File: config.mk
export PLATFORM = sky130hd
export DESIGN_NAME = adc_ser_ctrl_flat
export DESIGN_NICKNAME = d
export VERILOG_FILES = /design/src/rtl/adc_ser_ctrl_pkg.sv /design/src/rtl/adc_ser_ctrl_if.sv /design/src/rtl/adc_sclk_gen.sv /design/src/rtl/adc_ser_ctrl.sv /design/src/flat_wrapper.sv
export SDC_FILE = /design/constraint.sdc
export NUM_CORES = 1
export LEC_CHECK = 0
export CAP_MARGIN = 10
export CORE_MARGIN = 2
export CORE_UTILIZATION = 60
export CTS_BUF_LIST = sky130_fd_sc_hd__clkbuf_4
export CTS_CLUSTER_SIZE = 30
export DETAILED_ROUTE_END_ITERATION = 12
export PLACE_DENSITY = 0.9
export SETUP_SLACK_MARGIN = 0.3
export SYNTH_ARGS = -nofsm -noshare
export SYNTH_HDL_FRONTEND = slang
export SYNTH_SLANG_ARGS = --single-unit
File: constraint.sdc
create_clock -name clk -period 5.6 [get_ports clk]
set_input_delay 1.4 -clock clk [delete_from_list [all_inputs] [get_ports clk]]
set_output_delay 1.4 -clock clk [all_outputs]
set_load 0.01 [all_outputs]
File: src/rtl/adc_ser_ctrl_pkg.sv
// Shared types and defaults for the serial ADC front-end controller.
// State encodings and default sample/command widths used by adc_ser_ctrl.
package adc_ser_ctrl_pkg;

    localparam int DEF_DATA_W = 14;
    localparam int DEF_CMD_W  = 4;

    typedef enum logic [2:0] {
        IDLE     = 3'd0,
        CONV     = 3'd1,
        WAIT_INT = 3'd2,
        FRAME    = 3'd3,
        SHIFT    = 3'd4,
        DONE     = 3'd5
    } state_e;

endpackage

File: src/rtl/adc_ser_ctrl_if.sv
// ADC pin bundle: chip select, conversion start, end-of-conversion,
// serial clock, frame sync and both serial data lines.
interface adc_ser_ctrl_if;

    logic cs;
    logic cstart;
    logic int_n;
    logic sclk;
    logic fs;
    logic sdo;
    logic sdi;

    modport master (
        output cs, cstart, sclk, fs, sdo,
        input  int_n, sdi
    );

    modport slave (
        input  cs, cstart, sclk, fs, sdo,
        output int_n, sdi
    );

endinterface

File: src/rtl/adc_sclk_gen.sv
// Serial clock divider: toggles sclk every CLK_DIV cycles while enabled and
// flags the cycle that drives sclk high (rise_t) or low (fall_t).
module adc_sclk_gen #(
    parameter int CLK_DIV = 4
) (
    input  logic clk,
    input  logic rst,
    input  logic en,
    output logic sclk,
    output logic rise_t,
    output logic fall_t
);

    logic [7:0] div_cnt_q, div_cnt_d;
    logic       sclk_q, sclk_d;
    logic       tick;

    always_comb begin
        tick      = en && (div_cnt_q == 8'(CLK_DIV - 1));
        rise_t    = tick && !sclk_q;
        fall_t    = tick && sclk_q;
        div_cnt_d = div_cnt_q;
        sclk_d    = sclk_q;
        // Disabled means parked low with the divider cleared, so the next
        // enable always starts a fresh low half-period.
        if (!en) begin
            div_cnt_d = '0;
            sclk_d    = 1'b0;
        end else if (tick) begin
            div_cnt_d = '0;
            sclk_d    = !sclk_q;
        end else begin
            div_cnt_d = div_cnt_q + 8'd1;
        end
    end

    always_ff @(posedge clk) begin
        if (rst) begin
            div_cnt_q <= '0;
            sclk_q    <= 1'b0;
        end else begin
            div_cnt_q <= div_cnt_d;
            sclk_q    <= sclk_d;
        end
    end

    assign sclk = sclk_q;

endmodule

File: src/rtl/adc_ser_ctrl.sv
// Serial ADC channel controller: start pulse, end-of-conversion wait with
// timeout, framed MSB-first capture. ADC_AVG4_EN enables 4-sample averaging.
module adc_ser_ctrl
    import adc_ser_ctrl_pkg::*;
#(
    parameter int CLK_DIV = 4,
    parameter int DATA_W  = DEF_DATA_W,
    parameter int CMD_W   = DEF_CMD_W,
    parameter int CST_LEN = 8,
    parameter int TMO     = 4096
) (
    input  logic              clk,
    input  logic              rst,
    input  logic              start,
    input  logic [CMD_W-1:0]  cmd,
    adc_ser_ctrl_if.master    adc,
    output logic [DATA_W-1:0] dout,
    output logic              dout_vld,
    output logic              busy,
    output logic              err
);

    localparam int CST_W = $clog2(CST_LEN + 1);
    localparam int TMO_W = $clog2(TMO + 1);
    localparam int BIT_W = $clog2(DATA_W + 1);

    state_e            state_q, state_d;
    logic              cs_q, cs_d;
    logic              cstart_q, cstart_d;
    logic              fs_q, fs_d;
    logic              sdo_q, sdo_d;
    logic              busy_q, busy_d;
    logic              err_q, err_d;
    logic              dout_vld_q, dout_vld_d;
    logic [DATA_W-1:0] dout_q, dout_d;
    logic [CST_W-1:0]  cst_cnt_q, cst_cnt_d;
    logic [TMO_W-1:0]  tmo_cnt_q, tmo_cnt_d;
    logic [BIT_W-1:0]  bit_cnt_q, bit_cnt_d;
    logic              int_s1_q, int_s1_d;
    logic              int_s2_q, int_s2_d;
    logic              int_prev_q, int_prev_d;
    logic [DATA_W-1:0] shreg_q, shreg_d, shreg_nxt;
    logic [CMD_W-1:0]  cmd_sr_q, cmd_sr_d, cmd_nxt;
    logic              int_fall;
    logic              sclk_en, sclk_w, rise_t, fall_t;

`ifdef ADC_AVG4_EN
    logic [1:0]        avg_cnt_q, avg_cnt_d;
    logic [DATA_W+1:0] acc_q, acc_d, acc_nxt;

    function automatic logic [DATA_W-1:0] avg4_trunc(input logic [DATA_W+1:0] sum);
        return DATA_W'(sum >> 2);
    endfunction
`endif

    assign sclk_en = (state_q == FRAME) || (state_q == SHIFT);

    adc_sclk_gen #(.CLK_DIV(CLK_DIV)) u_sclk_gen (
        .clk    (clk),
        .rst    (rst),
        .en     (sclk_en),
        .sclk   (sclk_w),
        .rise_t (rise_t),
        .fall_t (fall_t)
    );

    always_comb begin
        state_d    = state_q;
        cs_d       = cs_q;
        cstart_d   = cstart_q;
        fs_d       = fs_q;
        sdo_d      = sdo_q;
        busy_d     = busy_q;
        err_d      = 1'b0;
        dout_vld_d = 1'b0;
        dout_d     = dout_q;
        cst_cnt_d  = cst_cnt_q;
        tmo_cnt_d  = tmo_cnt_q;
        bit_cnt_d  = bit_cnt_q;
        shreg_d    = shreg_q;
        cmd_sr_d   = cmd_sr_q;
        int_s1_d   = adc.int_n;
        int_s2_d   = int_s1_q;
        int_prev_d = int_s2_q;
        int_fall   = int_prev_q && !int_s2_q;
        shreg_nxt  = {shreg_q[DATA_W-2:0], adc.sdi};
        cmd_nxt    = cmd_sr_q << 1;
`ifdef ADC_AVG4_EN
        avg_cnt_d  = avg_cnt_q;
        acc_d      = acc_q;
        acc_nxt    = acc_q + {2'b00, shreg_nxt};
`endif

        case (state_q)
            IDLE: begin
                if (start) begin
                    cmd_sr_d  = cmd;
                    busy_d    = 1'b1;
                    cstart_d  = 1'b0;
                    cst_cnt_d = '0;
                    state_d   = CONV;
                end
            end
            CONV: begin
                if (cst_cnt_q == CST_W'(CST_LEN - 1)) begin
                    cstart_d  = 1'b1;
                    cst_cnt_d = '0;
                    tmo_cnt_d = '0;
                    state_d   = WAIT_INT;
                end else begin
                    cst_cnt_d = cst_cnt_q + CST_W'(1);
                end
            end
            WAIT_INT: begin
                // The edge is tested first so it wins a same-cycle tie with the timeout.
                if (int_fall) begin
                    cs_d      = 1'b0;
                    fs_d      = 1'b1;
                    sdo_d     = cmd_sr_q[CMD_W-1];
                    tmo_cnt_d = '0;
                    state_d   = FRAME;
                end else if (tmo_cnt_q == TMO_W'(TMO - 1)) begin
                    err_d     = 1'b1;
                    busy_d    = 1'b0;
                    tmo_cnt_d = '0;
                    state_d   = IDLE;
`ifdef ADC_AVG4_EN
                    acc_d     = '0;
                    avg_cnt_d = '0;
`endif
                end else begin
                    tmo_cnt_d = tmo_cnt_q + TMO_W'(1);
                end
            end
            FRAME: begin
                if (rise_t) begin
                    bit_cnt_d = BIT_W'(1);
                end
                if (fall_t) begin
                    fs_d     = 1'b0;
                    shreg_d  = shreg_nxt;
                    cmd_sr_d = cmd_nxt;
                    sdo_d    = cmd_nxt[CMD_W-1];
                    state_d  = SHIFT;
                end
            end
            SHIFT: begin
                if (rise_t) begin
                    bit_cnt_d = bit_cnt_q + BIT_W'(1);
                end
                if (fall_t) begin
                    shreg_d  = shreg_nxt;
                    cmd_sr_d = cmd_nxt;
                    sdo_d    = cmd_nxt[CMD_W-1];
                    // bit_cnt counts issued rising edges; this fall ends the last one.
                    if (bit_cnt_q == BIT_W'(DATA_W)) begin
                        cs_d      = 1'b1;
                        sdo_d     = 1'b0;
                        bit_cnt_d = '0;
                        state_d   = DONE;
`ifdef ADC_AVG4_EN
                        if (avg_cnt_q == 2'd3) begin
                            dout_d     = avg4_trunc(acc_nxt);
                            dout_vld_d = 1'b1;
                            acc_d      = '0;
                            avg_cnt_d  = '0;
                        end else begin
                            acc_d     = acc_nxt;
                            avg_cnt_d = avg_cnt_q + 2'd1;
                        end
`else
                        dout_d     = shreg_nxt;
                        dout_vld_d = 1'b1;
`endif
                    end
                end
            end
            DONE: begin
                busy_d  = 1'b0;
                state_d = IDLE;
            end
            default: begin
                state_d = IDLE;
            end
        endcase
    end

    always_ff @(posedge clk) begin
        if (rst) begin
            state_q    <= IDLE;
            cs_q       <= 1'b1;
            cstart_q   <= 1'b1;
            fs_q       <= 1'b0;
            sdo_q      <= 1'b0;
            busy_q     <= 1'b0;
            err_q      <= 1'b0;
            dout_vld_q <= 1'b0;
            dout_q     <= '0;
            cst_cnt_q  <= '0;
            tmo_cnt_q  <= '0;
            bit_cnt_q  <= '0;
            int_s1_q   <= 1'b1;
            int_s2_q   <= 1'b1;
            int_prev_q <= 1'b1;
`ifdef ADC_AVG4_EN
            avg_cnt_q  <= '0;
            acc_q      <= '0;
`endif
        end else begin
            state_q    <= state_d;
            cs_q       <= cs_d;
            cstart_q   <= cstart_d;
            fs_q       <= fs_d;
            sdo_q      <= sdo_d;
            busy_q     <= busy_d;
            err_q      <= err_d;
            dout_vld_q <= dout_vld_d;
            dout_q     <= dout_d;
            cst_cnt_q  <= cst_cnt_d;
            tmo_cnt_q  <= tmo_cnt_d;
            bit_cnt_q  <= bit_cnt_d;
            int_s1_q   <= int_s1_d;
            int_s2_q   <= int_s2_d;
            int_prev_q <= int_prev_d;
`ifdef ADC_AVG4_EN
            avg_cnt_q  <= avg_cnt_d;
            acc_q      <= acc_d;
`endif
        end
    end

    always_ff @(posedge clk) begin
        shreg_q  <= shreg_d;
        cmd_sr_q <= cmd_sr_d;
    end

    assign adc.cs     = cs_q;
    assign adc.cstart = cstart_q;
    assign adc.sclk   = sclk_w;
    assign adc.fs     = fs_q;
    assign adc.sdo    = sdo_q;
    assign dout       = dout_q;
    assign dout_vld   = dout_vld_q;
    assign busy       = busy_q;
    assign err        = err_q;

endmodule
File: src/flat_wrapper.sv
// flat-port wrapper written by rule: the top's interface ports become plain ports
module adc_ser_ctrl_flat import adc_ser_ctrl_pkg::*;
#(
    parameter int CLK_DIV = 4,
    parameter int DATA_W  = DEF_DATA_W,
    parameter int CMD_W   = DEF_CMD_W,
    parameter int CST_LEN = 8,
    parameter int TMO     = 4096
)
  (clk, rst, start, cmd, dout, dout_vld, busy, err, adc_cs, adc_cstart, adc_sclk, adc_fs, adc_sdo, adc_int_n, adc_sdi);
  adc_ser_ctrl_if adc_i ();
  input  logic clk;
  input  logic rst;
  input  logic start;
  input  logic [CMD_W-1:0] cmd;
  output logic [DATA_W-1:0] dout;
  output logic dout_vld;
  output logic busy;
  output logic err;
  output wire logic [$bits(adc_i.cs)-1:0] adc_cs;
  output wire logic [$bits(adc_i.cstart)-1:0] adc_cstart;
  output wire logic [$bits(adc_i.sclk)-1:0] adc_sclk;
  output wire logic [$bits(adc_i.fs)-1:0] adc_fs;
  output wire logic [$bits(adc_i.sdo)-1:0] adc_sdo;
  input wire logic [$bits(adc_i.int_n)-1:0] adc_int_n;
  input wire logic [$bits(adc_i.sdi)-1:0] adc_sdi;
  assign adc_cs = adc_i.cs;
  assign adc_cstart = adc_i.cstart;
  assign adc_sclk = adc_i.sclk;
  assign adc_fs = adc_i.fs;
  assign adc_sdo = adc_i.sdo;
  assign adc_i.int_n = adc_int_n;
  assign adc_i.sdi = adc_sdi;
  adc_ser_ctrl #(.CLK_DIV(CLK_DIV), .DATA_W(DATA_W), .CMD_W(CMD_W), .CST_LEN(CST_LEN), .TMO(TMO)) u_core (.clk(clk), .rst(rst), .start(start), .cmd(cmd), .adc(adc_i), .dout(dout), .dout_vld(dout_vld), .busy(busy), .err(err));
endmodule
==> results.md, run 1 <==
- Outcome: completed
- Mux contribution to synthesized area: 2.03%
- Num ports: 31
- Die height: slightly below 80 µm
- Fin crit period: about 3000 ps
- Crit path arrival time: roughly 3400 ps
- Max-cap violations: 0
- Synthesized instance count: 354
- Largest family of logic cells by synthesized area: simple AND/OR/NAND/NOR gates
- Total power: ~1.2 mW
- Fin util: about 73%
- Ys flop type: dfxtp_1
- Syn-to-layout area delta: 15.5%
- Top-area cell type share of the netlist area: between 30% and 40%
- Synthesized flop and latch total: 74
- First-pass GRT wire length: about 12 mm
- Cell variety after synth: 50
- Gr ovfl total: 0
- Largest net degree at the start of global routing: slightly below 50
- Setup WS pre-CTS: ~2000 ps
- Hold crit path type: register to register
- CTS Buf Count: 9
- DIE AREA: slightly above 6000 µm²
- Longest Clk Path Bufs: 2
- Post-CTS Setup Repair Bufs: 0
- Placed standard-cell area: approximately 3600 µm²
- Hpwl dp: between 4 and 5 mm
- Post-synth net total: between 300 and 400
- GRT Total Usage: approximately 25%
- Slowest stage delay, CP: about 700 ps
- Count leader, synth: dfxtp_1
- Vias in the first global route: 2,687
- Syn_area_per_cell: about 9.2 µm²
- Clock root cell: clkbuf_4
- H-tree depth: 3
- Post-synth ARST share: 0%
- Setup-failing EPs final: 0
- PostCTS Resize Cnt: 0
- DRT iter0 DRCs: 226
- Core box area: around 5200 µm²
- Critical path capture point type: register
- Clock slew at reported path FFs: 120 ps
- Worst reg2reg startpoint: u_core.u_sclk_gen.div_cnt_q[0]$_SDFF_PP0_
- Crit-path cells: clkdlybuf4s50_1, buf_4, nor3_1, clkbuf_2, a31oi_1, o21ai_0
- # port buffers: 30
- Synth Area in Adders: 1.91%
- Share of cells above drive strength 1: under 10%
- Synth top cells by count: dfxtp_1, nand3_1, a21oi_1
- Diodes inserted: 0
- Via-to-Cell Ratio: approximately 6.2
- Final period util: 54.1%
- DRT Wirelength: 7.28 mm
- Leakage power: about 1.3 nW
- Initial antenna violation count: 0
- Simple-gate share of the synthesized area: about a quarter
- Drt wl/cell: roughly 16 µm
- Antenna-violating nets left: 0
- Rel. slew slack: around 36%
- Nets: 390
- Final WS setup: around 2600 ps
- Worst reg-to-reg setup slack: approximately 2800 ps
- Fin. max-slew vios: 0
- Hold_sp: u_core.int_s1_q$_SDFF_PP1_
- Number of flops mapped to enable cells by yosys: 17
- R2R Path End: u_core.state_q[1]$_SDFFE_PP0P_
- Hold path cells: 1
- Critical path peak fanout: 48
- Final GP Congestion: ~0.85
- Cell area after layout: ~3800 µm²
- RSZ-0062 raised after global routing: no
- Worst path required time: between 5000 and 6000 ps
- R2R depth: 5
- FP Rows: 26
- Die X: between 70 and 80 µm
- Total clock sinks: between 70 and 80
- TritonCTS clock tree: done
- Dominant cell type by area after synthesis: dfxtp_1
- DRC violation count after routing: 0
- Synth Cell Area: around 3300 µm²
- Final setup TNS: 0 ps
- Hold Vio Cnt, Final: 0
- Drt pass-1 iters: 6
- Seq/Total Area, Yosys: 50.5%
- Max frequency: roughly 330 MHz
- Post-Synth XOR/XNOR Area: between 2 and 2.5%
- Slew at the pin with the worst max-slew slack: 956 ps
- Slowest CP cell: nor3_1
- Final setup skew: between 20 and 25 ps
- Worst Hold End: u_core.int_prev_d$_SDFF_PP1_
- CTS Hold Bufs: 0
- Initial Util: roughly 63%
- Vias: approximately 2,800
- Top cells by area, synth: dfxtp_1, edfxtp_1, nand3_1, a21oi_1, o21ai_0
- CP Class: input pin to register
- PwrDens: approximately 330 nW/µm²
- Startpoint class of the critical path: input pin
- Synth warn: 0
- Peak supply drop: between 200 and 250 µV
- Worst-skew pair later-pin latency: around 420 ps
- Compound-Gate Fraction of Synth Area: between 10% and 20%
power by group:
part	switching (mW)	total (mW)	internal [mW]	leakage, nW
logic	0.107	0.189	0.0819	0.574
registers	0.0414	0.621	0.579	0.616
clock network	0.194	0.427	0.232	0.0932
total	0.343	1.24	0.893	1.28
cells in the final DEF (no fill, tap or decap), types with 2 or more instances in the layout:
master / instances
and3b_1: 2
ha_1: 5
clkdlybuf4s50_1: 30
nor3b_1: 5
nor2b_1: 4
nor3_1: 8
clkbuf_4: 10
or2_2: 4
nor2_1: 24
xor2_1: 6
dfxtp_1: 57
and3_1: 6
o21ai_0: 28
nor4_1: 2
a22oi_1: 2
a31oi_1: 9
a211oi_1: 8
a32o_1: 2
clkinvlp_4: 2
or3b_2: 2
bufinv_16: 3
edfxtp_1: 17
xnor2_1: 2
and2_1: 2
o2111ai_1: 2
mux2i_1: 4
a32oi_1: 2
nand3_1: 30
a21oi_1: 29
nand2b_1: 4
nand2_1: 23
or4_1: 2
nand4_1: 4
or3_1: 7
nand3b_1: 6
inv_1: 9
metal layers:
layer / up-vias / share of wire (%) / track usage (%)
met1: 1338 / 44 / 31.9
met4: 0 / 1.1 / 11.8
met2: 99 / 49 / 42.1
met5: - / 0 / 0
li1: 1348 / - / -
met3: 9 / 5.6 / 5.00
flip-flops by register name (all words and copies together), names as in the netlist, 3 cells and up:
name,flops
u_core.u_sclk_gen.div_cnt_q,8
u_core.bit_cnt_q,4
u_core.state_q,3
u_core.cmd_sr_q,4
u_core.shreg_q,13
u_core.cst_cnt_q,4
u_core.dout,14
u_core.tmo_cnt_q,13
layout make-up:
class,count,area [µm²]
Inverter,9,33.8
Tap cell,70,87.6
Timing Repair Buffer,32,313
Sequential cell,74,1650
Clock buffer,10,75.1
Fill cell,359,1390
Clock inverter,6,114
Multi-Input combinational cell,250,1510
cells by family (layout without fill, tap and decap cells):
logic type,Yosys count,in the layout
AOI/OAI and AO/OA,89,89
and+or+nand+nor,142,142
buffers and inverters,30,57
DFF,74,74
adders and majority gates,5,5
muxes,6,6
xor gates and xnor gates,8,8
worst max-delay path, delay by kind of cell:
kind,cells,cell delay (ps)
buffers and inverters,3,1000
and+or+nand+nor,1,700
AOI/OAI and AO/OA,2,280
worst max path at each step:
| stage | slack [ps] | endpoint | cells after the start | start |
|---|---|---|---|---|
| 2_1_floorplan | 3190 | u_core.state_q[1]$_SDFFE_PP0P_ | 4 | start |
| 3_3_place_gp | 2160 | u_core.tmo_cnt_q[5]$_SDFFE_PP0P_ | 5 | rst |
| 3_5_place_dp | 2000 | u_core.tmo_cnt_q[7]$_SDFFE_PP0P_ | 5 | rst |
| 6_report | 2570 | u_core.tmo_cnt_q[7]$_SDFFE_PP0P_ | 6 | rst |
| 4_1_cts | 2420 | u_core.tmo_cnt_q[9]$_SDFFE_PP0P_ | 5 | rst |
| 5_1_grt | 2500 | u_core.tmo_cnt_q[7]$_SDFFE_PP0P_ | 6 | rst |
stage by stage:
stage,instances,hold slack [ps]
after CTS,450,427
after global placement,434,398
final,451,424
after floorplan,354,389
after global routing,451,445
after detailed placement,434,398
(Power assumes the default switching activity.)
==> run 2, diff against run 1 <==
--- a/config.mk
+++ b/config.mk
@@ -7,11 +7,11 @@
 export LEC_CHECK = 0
 export CAP_MARGIN = 10
 export CORE_MARGIN = 2
-export CORE_UTILIZATION = 60
+export CORE_UTILIZATION = 53
 export CTS_BUF_LIST = sky130_fd_sc_hd__clkbuf_4
 export CTS_CLUSTER_SIZE = 30
 export DETAILED_ROUTE_END_ITERATION = 12
-export PLACE_DENSITY = 0.9
+export PLACE_DENSITY = 0.85
 export SETUP_SLACK_MARGIN = 0.3
 export SYNTH_ARGS = -nofsm -noshare
 export SYNTH_HDL_FRONTEND = slang
==> constraint.sdc (replaced) <==
create_clock -name clk -period 2.5 [get_ports clk]
set_input_delay 0.625 -clock clk [delete_from_list [all_inputs] [get_ports clk]]
set_output_delay 0.625 -clock clk [all_outputs]
set_load 0.01 [all_outputs]
==> run 2 against run 1 <==
Against the previous run: via count is 1.5% higher; global-route usage shrank 2.5 points; count of clock-buffer cells in the layout decreased by 1; clock power is 85% higher; sequential share of layout area shrank 0.92 points; non-clock buffer count up 12; largest power group unchanged; highest routed layer unchanged.
==> results.md, run 2 (synthesis gave the netlist of run 1 again) <==
- Outcome: completed
- CTS Hold Bufs: 0
- Worst reg-to-reg setup slack: between 300 and 400 ps
- PwrDens: ~690 nW/µm²
- Clock slew at reported path FFs: roughly 130 ps
- DIE AREA: 6820 µm²
- Critical path capture point type: register
- CTS Buf Count: 9
- FP Rows: 28
- Final GP Congestion: approximately 0.9
- CP Class: register to register
- Antenna-violating nets left: 0
- Final setup TNS: 0 ps
- Worst path required time: approximately 2900 ps
- Hold crit path type: register to register
- Most frequent cells in the layout: dfxtp_1, nand3_1, clkdlybuf4s50_1
- Register area: around 1700 µm²
- First-pass GRT wire length: 11.7 mm
- Max frequency: ~470 MHz
- Worst Hold End: u_core.int_prev_d$_SDFF_PP1_
- Syn-to-layout area delta: 18.8%
- Drt pass-1 iters: 5
- Setup WS pre-CTS: approximately 240 ps
- Num ports: 31
- Hpwl dp: around 5.1 mm
- DRT Wirelength: between 7 and 8 mm
- Slew at the pin with the worst max-slew slack: between 500 and 600 ps
- Share of cells above drive strength 1: 13.2%
- Fin crit period: about 2100 ps
- Worst reg2reg startpoint: u_core.tmo_cnt_q[0]$_SDFFE_PP0P_
- Die X: 82.6 µm
- Initial antenna violation count: 0
- Fin. max-slew vios: 0
- Vias in the first global route: about 2,500
- Initial Util: between 50% and 60%
- Final worst hold slack: between 400 and 500 ps
- Hold path cells: 1
- Multi-input gate area: ~1500 µm²
- RSZ-0062 raised after global routing: yes
- Commonest non-fill, non-tap cell in the layout: dfxtp_1
- Largest net degree at the start of global routing: 25
- Drt wl/cell: around 16 µm
- Final setup skew: 19.3 ps
- Core box area: 5960 µm²
- Crit path arrival time: 2490 ps
- Total clock sinks: 74
- Hold Vio Cnt, Final: 0
- Via-to-Cell Ratio: 6.06
- Hold_sp: u_core.int_s1_q$_SDFF_PP1_
- Rel. slew slack: 61.3%
- Diodes inserted: 0
- TritonCTS clock tree: done
- Nets: about 400
- Max-cap violations: 0
- GRT Total Usage: between 20% and 30%
- H-tree depth: 3
- Critical path peak fanout: 6
- Crit-path cells: ha_2, nand4_2, or4_4, a221o_1, mux2_4
- Setup-failing EPs final: 0
- Vias: 2,835
- DRT iter0 DRCs: approximately 190
- Slowest stage delay, CP: 560 ps
- Final WS setup: approximately 360 ps
- Slowest CP cell: or4_4
- R2R depth: 5
- Peak supply drop: 494 µV
- R2R Path End: u_core.state_q[1]$_SDFFE_PP0P_
- Startpoint class of the critical path: register
- Final period util: 85.6%
- Die height: 82.6 µm
- Number of fillers in the final layout: between 400 and 500
- Largest register FFs: 14
- Leakage power: between 1 and 1.5 nW
- # port buffers: 30
- Worst-skew pair later-pin latency: 450 ps
- Gr ovfl total: 0
- DRC violation count after routing: 0
- Clock root cell: clkbuf_4
- Longest Clk Path Bufs: 2
[run 2: power by group]
group          total, mW  switching, mW  internal (mW)
clock              0.792          0.471          0.321
combinational      0.480          0.257          0.223
sequential          1.40         0.0972           1.30
total               2.67          0.825           1.84
[run 2: final cells by class]
type	instances	share of cell area, %
Multi-Input combinational cell	250	39.7
Tap cell	75	2.41
Inverter	9	0.869
Sequential cell	74	42.8
Clock inverter	7	2.12
Clock buffer	9	1.74
Timing Repair Buffer	44	10.4
[run 2: per-layer routing]
metal	up-vias	global-route usage [%]	wire, µm
met2	98	36.0	3660
met3	18	5.33	441
met1	1357	30.0	3230
met5	-	0	0
met4	0	10.8	177
li1	1362	-	-
[run 2: worst max path at each step]
stage / startpoint / to / slack [ps]
finish: u_core.tmo_cnt_q[0]$_SDFFE_PP0P_ / u_core.state_q[1]$_SDFFE_PP0P_ / 360
global route: u_core.u_sclk_gen.div_cnt_q[0]$_SDFF_PP0_ / u_core.bit_cnt_q[3]$_SDFFE_PP0P_ / 280
CTS: u_core.tmo_cnt_q[1]$_SDFFE_PP0P_ / u_core.state_q[1]$_SDFFE_PP0P_ / 310
detailed placement: u_core.u_sclk_gen.div_cnt_q[0]$_SDFF_PP0_ / u_core.bit_cnt_q[3]$_SDFFE_PP0P_ / 240
global placement: start / u_core.state_q[1]$_SDFFE_PP0P_ / 290
floorplan: u_core.tmo_cnt_q[0]$_SDFFE_PP0P_ / u_core.state_q[1]$_SDFFE_PP0P_ / 310
[run 2: critical path: cells and delay by family, from the launching register on]
| family | cells | cell delay [ps] |
|---|---|---|
| compound gates | 1 | 410 |
| flops | 1 | 390 |
| mux | 1 | 310 |
| fa+ha+maj | 1 | 210 |
| simple gates | 2 | 730 |
[run 2: per-stage QoR]
step / util (%) / cell area [µm²] / power, mW / cells
final: 65.3 / 3890 / 2.67 / 468
after global routing: 65.3 / 3890 / 2.79 / 468
after floorplan: - / 3280 / 1.71 / 354
after detailed placement: 61.8 / 3680 / 1.86 / 450
after CTS: 64.5 / 3840 / 2.64 / 466
after global placement: 61.8 / 3680 / 1.84 / 450
[run 2: repair_timing]
action                                  CTS  global route
endpoints found under the setup margin    2            11
pin swaps                                 0             3
resized for setup                         2            12
buffers inserted                          0             2
==> run 3, diff against run 2 <==
--- a/config.mk
+++ b/config.mk
@@ -6,13 +6,14 @@
 export NUM_CORES = 1
 export LEC_CHECK = 0
 export CAP_MARGIN = 10
+export CORE_ASPECT_RATIO = 0.7
 export CORE_MARGIN = 2
 export CORE_UTILIZATION = 53
 export CTS_BUF_LIST = sky130_fd_sc_hd__clkbuf_4
 export CTS_CLUSTER_SIZE = 30
 export DETAILED_ROUTE_END_ITERATION = 12
-export PLACE_DENSITY = 0.85
-export SETUP_SLACK_MARGIN = 0.3
+export PLACE_DENSITY_LB_ADDON = 0.3
+export SETUP_SLACK_MARGIN = 0.1
 export SYNTH_ARGS = -nofsm -noshare
 export SYNTH_HDL_FRONTEND = slang
 export SYNTH_SLANG_ARGS = --single-unit
==> run 3 against run 2 <==
Against the previous run: final area barely moved; highest routed layer unchanged; largest power group unchanged; hold slack improved by 14 ps; global-route usage fell by 1.2 points; final cell count is 0.85% higher; die area up 0.15%; sequential share of layout area down 0.28 points.
==> results.md, run 3 (synthesis gave the netlist of run 1 again) <==
- CP Class: register to register
- Placed cell count: between 400 and 500
- Hold Vio Cnt, Final: 0
- Drt pass-1 iters: 5
- Largest net degree at the start of global routing: 19
- H-tree depth: 3
- Slowest CP cell: or4_1
- Nets: about 400
- Critical path capture point type: register
- Gr ovfl total: 0
- Slowest stage delay, CP: 590 ps
- Clock root cell: clkbuf_4
- Initial Util: roughly 56%
- Cell area after layout: 3890 µm²
- PwrDens: about 700 nW/µm²
- Rel. slew slack: between 60% and 70%
- Total clock sinks: 74
- Leakage power: ~1.4 nW
- Most frequent cells in the layout: dfxtp_1, nand3_1, clkdlybuf4s50_1
- Setup-failing EPs final: 0
- Longest Clk Path Bufs: 2
- Syn-to-layout area delta: 18.9%
- CP top delay family: simple AND/OR/NAND/NOR gates
- Final setup skew: between 10 and 15 ps
- Register area: about 1700 µm²
- Max frequency: 435 MHz
- TritonCTS clock tree: done
- Final worst hold slack: between 400 and 500 ps
- Worst path required time: ~2800 ps
- GRT Total Usage: a little over a fifth
- Fin util: between 60 and 70%
- Buf+Inv Stages, Crit Path: 0
- Hpwl dp: around 5 mm
- Largest register FFs: 14
- Antenna-violating nets left: 0
- Max-cap violations: 0
- Multi-input gate area: 1510 µm²
- Share of cells above drive strength 1: roughly an eighth
- Slew at the pin with the worst max-slew slack: ~540 ps
- Final WS setup: roughly 200 ps
- Startpoint class of the critical path: register
- Die height: about 70 µm
- # port buffers: 30
- Commonest non-fill, non-tap cell in the layout: dfxtp_1
- Worst-skew pair later-pin latency: about 430 ps
- FP Rows: 23
- Non-filler cells, final: 472
- Diodes inserted: 0
- Crit-path cells: ha_1, nand4_2, or4_1, a221o_1, mux2_4
- Crit path arrival time: 2630 ps
- Final period util: 92.0%
- Via-to-Cell Ratio: roughly 6.0
- Final GP Congestion: slightly below 0.9
- Fin crit period: ~2300 ps
- Vias in the first global route: 2,480
- Num ports: 31
- Outcome: completed
- Placed standard-cell area: approximately 3700 µm²
- DIE AREA: 6830 µm²
- Number of fillers in the final layout: 470
- Fin. max-slew vios: 0
- Core box area: approximately 5800 µm²
- CTS Buf Count: 9
- Setup WS pre-CTS: ~250 ps
- Clock slew at reported path FFs: 120 ps
- DRT iter0 DRCs: ~200
- Final setup TNS: 0 ps
- Die X: 97.9 µm
- Vias: 2,842
- Hold crit path type: register to register
- Critical path peak fanout: 6
- DRT Wirelength: ~7.3 mm
- Drt wl/cell: between 15 and 20 µm
- Total power: 2.74 mW
- Initial antenna violation count: 0
- Peak supply drop: 342 µV
- RSZ-0062 raised after global routing: no
- DRC violation count after routing: 0
- First-pass GRT wire length: approximately 12 mm
==> run 3: where the power goes <==
part           internal [mW]  leakage (nW)  switching [mW]
Combinational          0.229         0.655           0.273
Sequential              1.30         0.616          0.0778
Clock                  0.413        0.0831           0.448
Total                   1.94          1.35           0.798
==> run 3: path summary, 6_finish.rpt <==
| path | from | to | slack, ps | cells after the start |
|---|---|---|---|---|
| min reg2reg | u_core.int_s1_q$_SDFF_PP1_ | u_core.int_prev_d$_SDFF_PP1_ | 420 | 1 |
| max | u_core.tmo_cnt_q[1]$_SDFFE_PP0P_ | u_core.state_q[1]$_SDFFE_PP0P_ | 200 | 5 |
| min | u_core.int_s1_q$_SDFF_PP1_ | u_core.int_prev_d$_SDFF_PP1_ | 420 | 1 |
| max reg2reg | u_core.tmo_cnt_q[1]$_SDFFE_PP0P_ | u_core.state_q[1]$_SDFFE_PP0P_ | 200 | 5 |
==> run 3: cell type report <==
cell class / count / share of cell area [%]
sequential: 74 / 42.5
multi-input combinational: 250 / 38.7
timing repair buffer: 48 / 11.2
clock inverter: 7 / 2.60
tap: 75 / 2.41
clock buffer: 9 / 1.74
inverter: 9 / 0.868
==> run 3: routing by layer <==
metal / routed length, µm / global-route usage (%) / up-vias
li1: - / - / 1375
met1: 3650 / 31.7 / 1342
met2: 3070 / 30.7 / 113
met3: 471 / 6.35 / 12
met4: 102 / 7.56 / 0
met5: 0 / 0 / -
==> run 3: what timing repair did <==
action	in CTS	in global routing
hold buffers	0	0
gates resized for setup	0	1
buffers inserted	0	0
setup endpoints to repair	0	1
==> patch, RTL diff (config.mk and constraints of run 2) <==
`dout_q` no longer has a reset.
--- a/src/rtl/adc_ser_ctrl.sv
+++ b/src/rtl/adc_ser_ctrl.sv
@@ -197,3 +197,2 @@
             dout_vld_q <= 1'b0;
-            dout_q     <= '0;
             cst_cnt_q  <= '0;
@@ -217,3 +216,2 @@
             dout_vld_q <= dout_vld_d;
-            dout_q     <= dout_d;
             cst_cnt_q  <= cst_cnt_d;
@@ -229,2 +227,6 @@
         end
+    end
+
+    always_ff @(posedge clk) begin
+        dout_q <= dout_d;
     end
Function: same outputs for any inputs over 10 cycles, from zero or initial values and one cycle with rst high; that may be too few to reach the edited logic, so the function may still have changed.
==> patch against run 2 <==
Final area decreased by 5.3%. Total power grew 3.8%. Non-clock buffer count shrank 7. Sequential cell count unchanged. Worst setup slack worse by 0.0011 ns. Wire length fell by 24%. Synthesized area is 5.4% lower. Hold slack improved by 0.018 ns. Critical path type unchanged. Largest power group unchanged.
==> patch: results (changes against run 2) <==
layout:
  fin_area_mm2: 0.003684  # -5.3%
  nets: 337  # -16%
  layout-drive-gt1-share_pct: 13.11  # -0.12 points
  nFillCells: 443  # -6.1%
  fin_cells: 400  # -15%
synthesis:
  yosys-top-cells-area: "edfxtp_1 (30%), dfxtp_1 (28%), nor2_1 (4.0%)"
  synth-seq-area-share_pct: 57.84  # +7.4 points
  synth_fp_nets: 300  # -18%
  ys_types: 51  # +2.0%
  ys_top_cells_by_count: "dfxtp_1 (43), nor2_1 (33), edfxtp_1 (31)"
  synth_edf_count: 31  # +14
  postSynthCellCount: 286  # -19%
detailed_routing:
  first_iter_violations: 144  # -25%
  m1WireLength_um: 2635  # -18%
  wl_met2_um: 2731  # -25%
  vias: 2230  # -21%
  met3_length_um: 268  # -39%
  drtPass1Iterations: 4  # -1
  routed_wl_um: 5729  # -24%
power:
  max-vdd-ir-drop_mv: 0.6529  # +32%
  power_leakage_nw: 1.284  # -3.0%
  p_total_w: 0.002772  # +3.8%
  powerClk_w: 0.000743  # -6.2%
  switching_share_pct: 31.17  # +0.26 points
  seqPwrFrac_pct: 51.2  # -1.2 points
sta:
  skew_ns: 0.01147  # -0.007822 ns
  slew_headroom_pct: 69.86  # +8.6 points
  hold_ws_ns: 0.4277  # +0.01836 ns
  finalCriticalPeriod_ns: 2.142  # +0.001112 ns
place:
  portBuffers: 30  # unchanged
  dp.final_hpwl_um: 3952  # -23%
  gp_congestion: 0.7959  # -12%
  postPlaceCellArea_mm2: 0.003492  # -5.1%
  preCtsSetupSlack_ns: 0.1695  # -0.07052 ns
  dp.cells: 384  # -15%
grt:
  grt_max_degree: 15  # -40%
  grt_pass1_vias: 2034  # -18%
  grtUsageTotal_pct: 19.68  # -3.3 points
  grt_util_met2_pct: 30.33  # -5.6 points
  met3_usage_pct: 5.506  # +0.18 points
  met1_usage_pct: 24.91  # -5.1 points
  grt_pass1_wl_um: 9501  # -19%
worst_setup_path:
  rr_worst_depth: 6  # +1
  endpoint: "u_core.state_q[2]$_SDFFE_PP0P_"
  timing.rr.end: "u_core.state_q[2]$_SDFFE_PP0P_"
  cp_slowest_cell: "dfxtp_1"
  r2r_slack_ns: 0.36  # about the same
  slowest_delay_ns: 0.39  # -0.17 ns
clock_network:
  clock_latency_ns: 0.42  # -0.03 ns
  cts_tree: "built"
  cts_buffer_depth: 2  # unchanged
run_status:
  outcome: "complete, no violations"
## patch: kinds of logic (layout without fill, tap and decap cells)
kind of cell | count (synthesis) | in the layout | share of synthesized area [%]
DFF | 74 | 74 | 57.84
AOI/OAI and AO/OA | 48 | 48 | 10.99
buffers and inverters | 16 | 58 | 2.706
adders and majority gates | 5 | 5 | 2.019
and+or+nand+nor | 126 | 126 | 21.65
xor gates and xnor gates | 17 | 17 | 4.806
## patch: area by class of cell
type / instances / share of cell area [%]
inverters: 5 / 0.5095
well taps: 72 / 2.446
repair buffers: 37 / 9.579
clock buffers: 9 / 1.834
multi-input cells: 196 / 34.68
flip-flops and latches: 74 / 48.85
clock inverters: 7 / 2.106
## patch: critical path, delay by kind of cell, from the launching register on
family	cells	cell delay, ns
AND/OR/NAND/NOR	2	0.48
AO/OA/AOI/OAI	3	0.89
adder cells (fa/ha/maj)	1	0.27
flip-flops	1	0.39
## patch: timing repair
item	CTS	global route
pin swaps	1	4
resized for setup	7	5
setup endpoints to repair	20	20
hold buffers	0	0
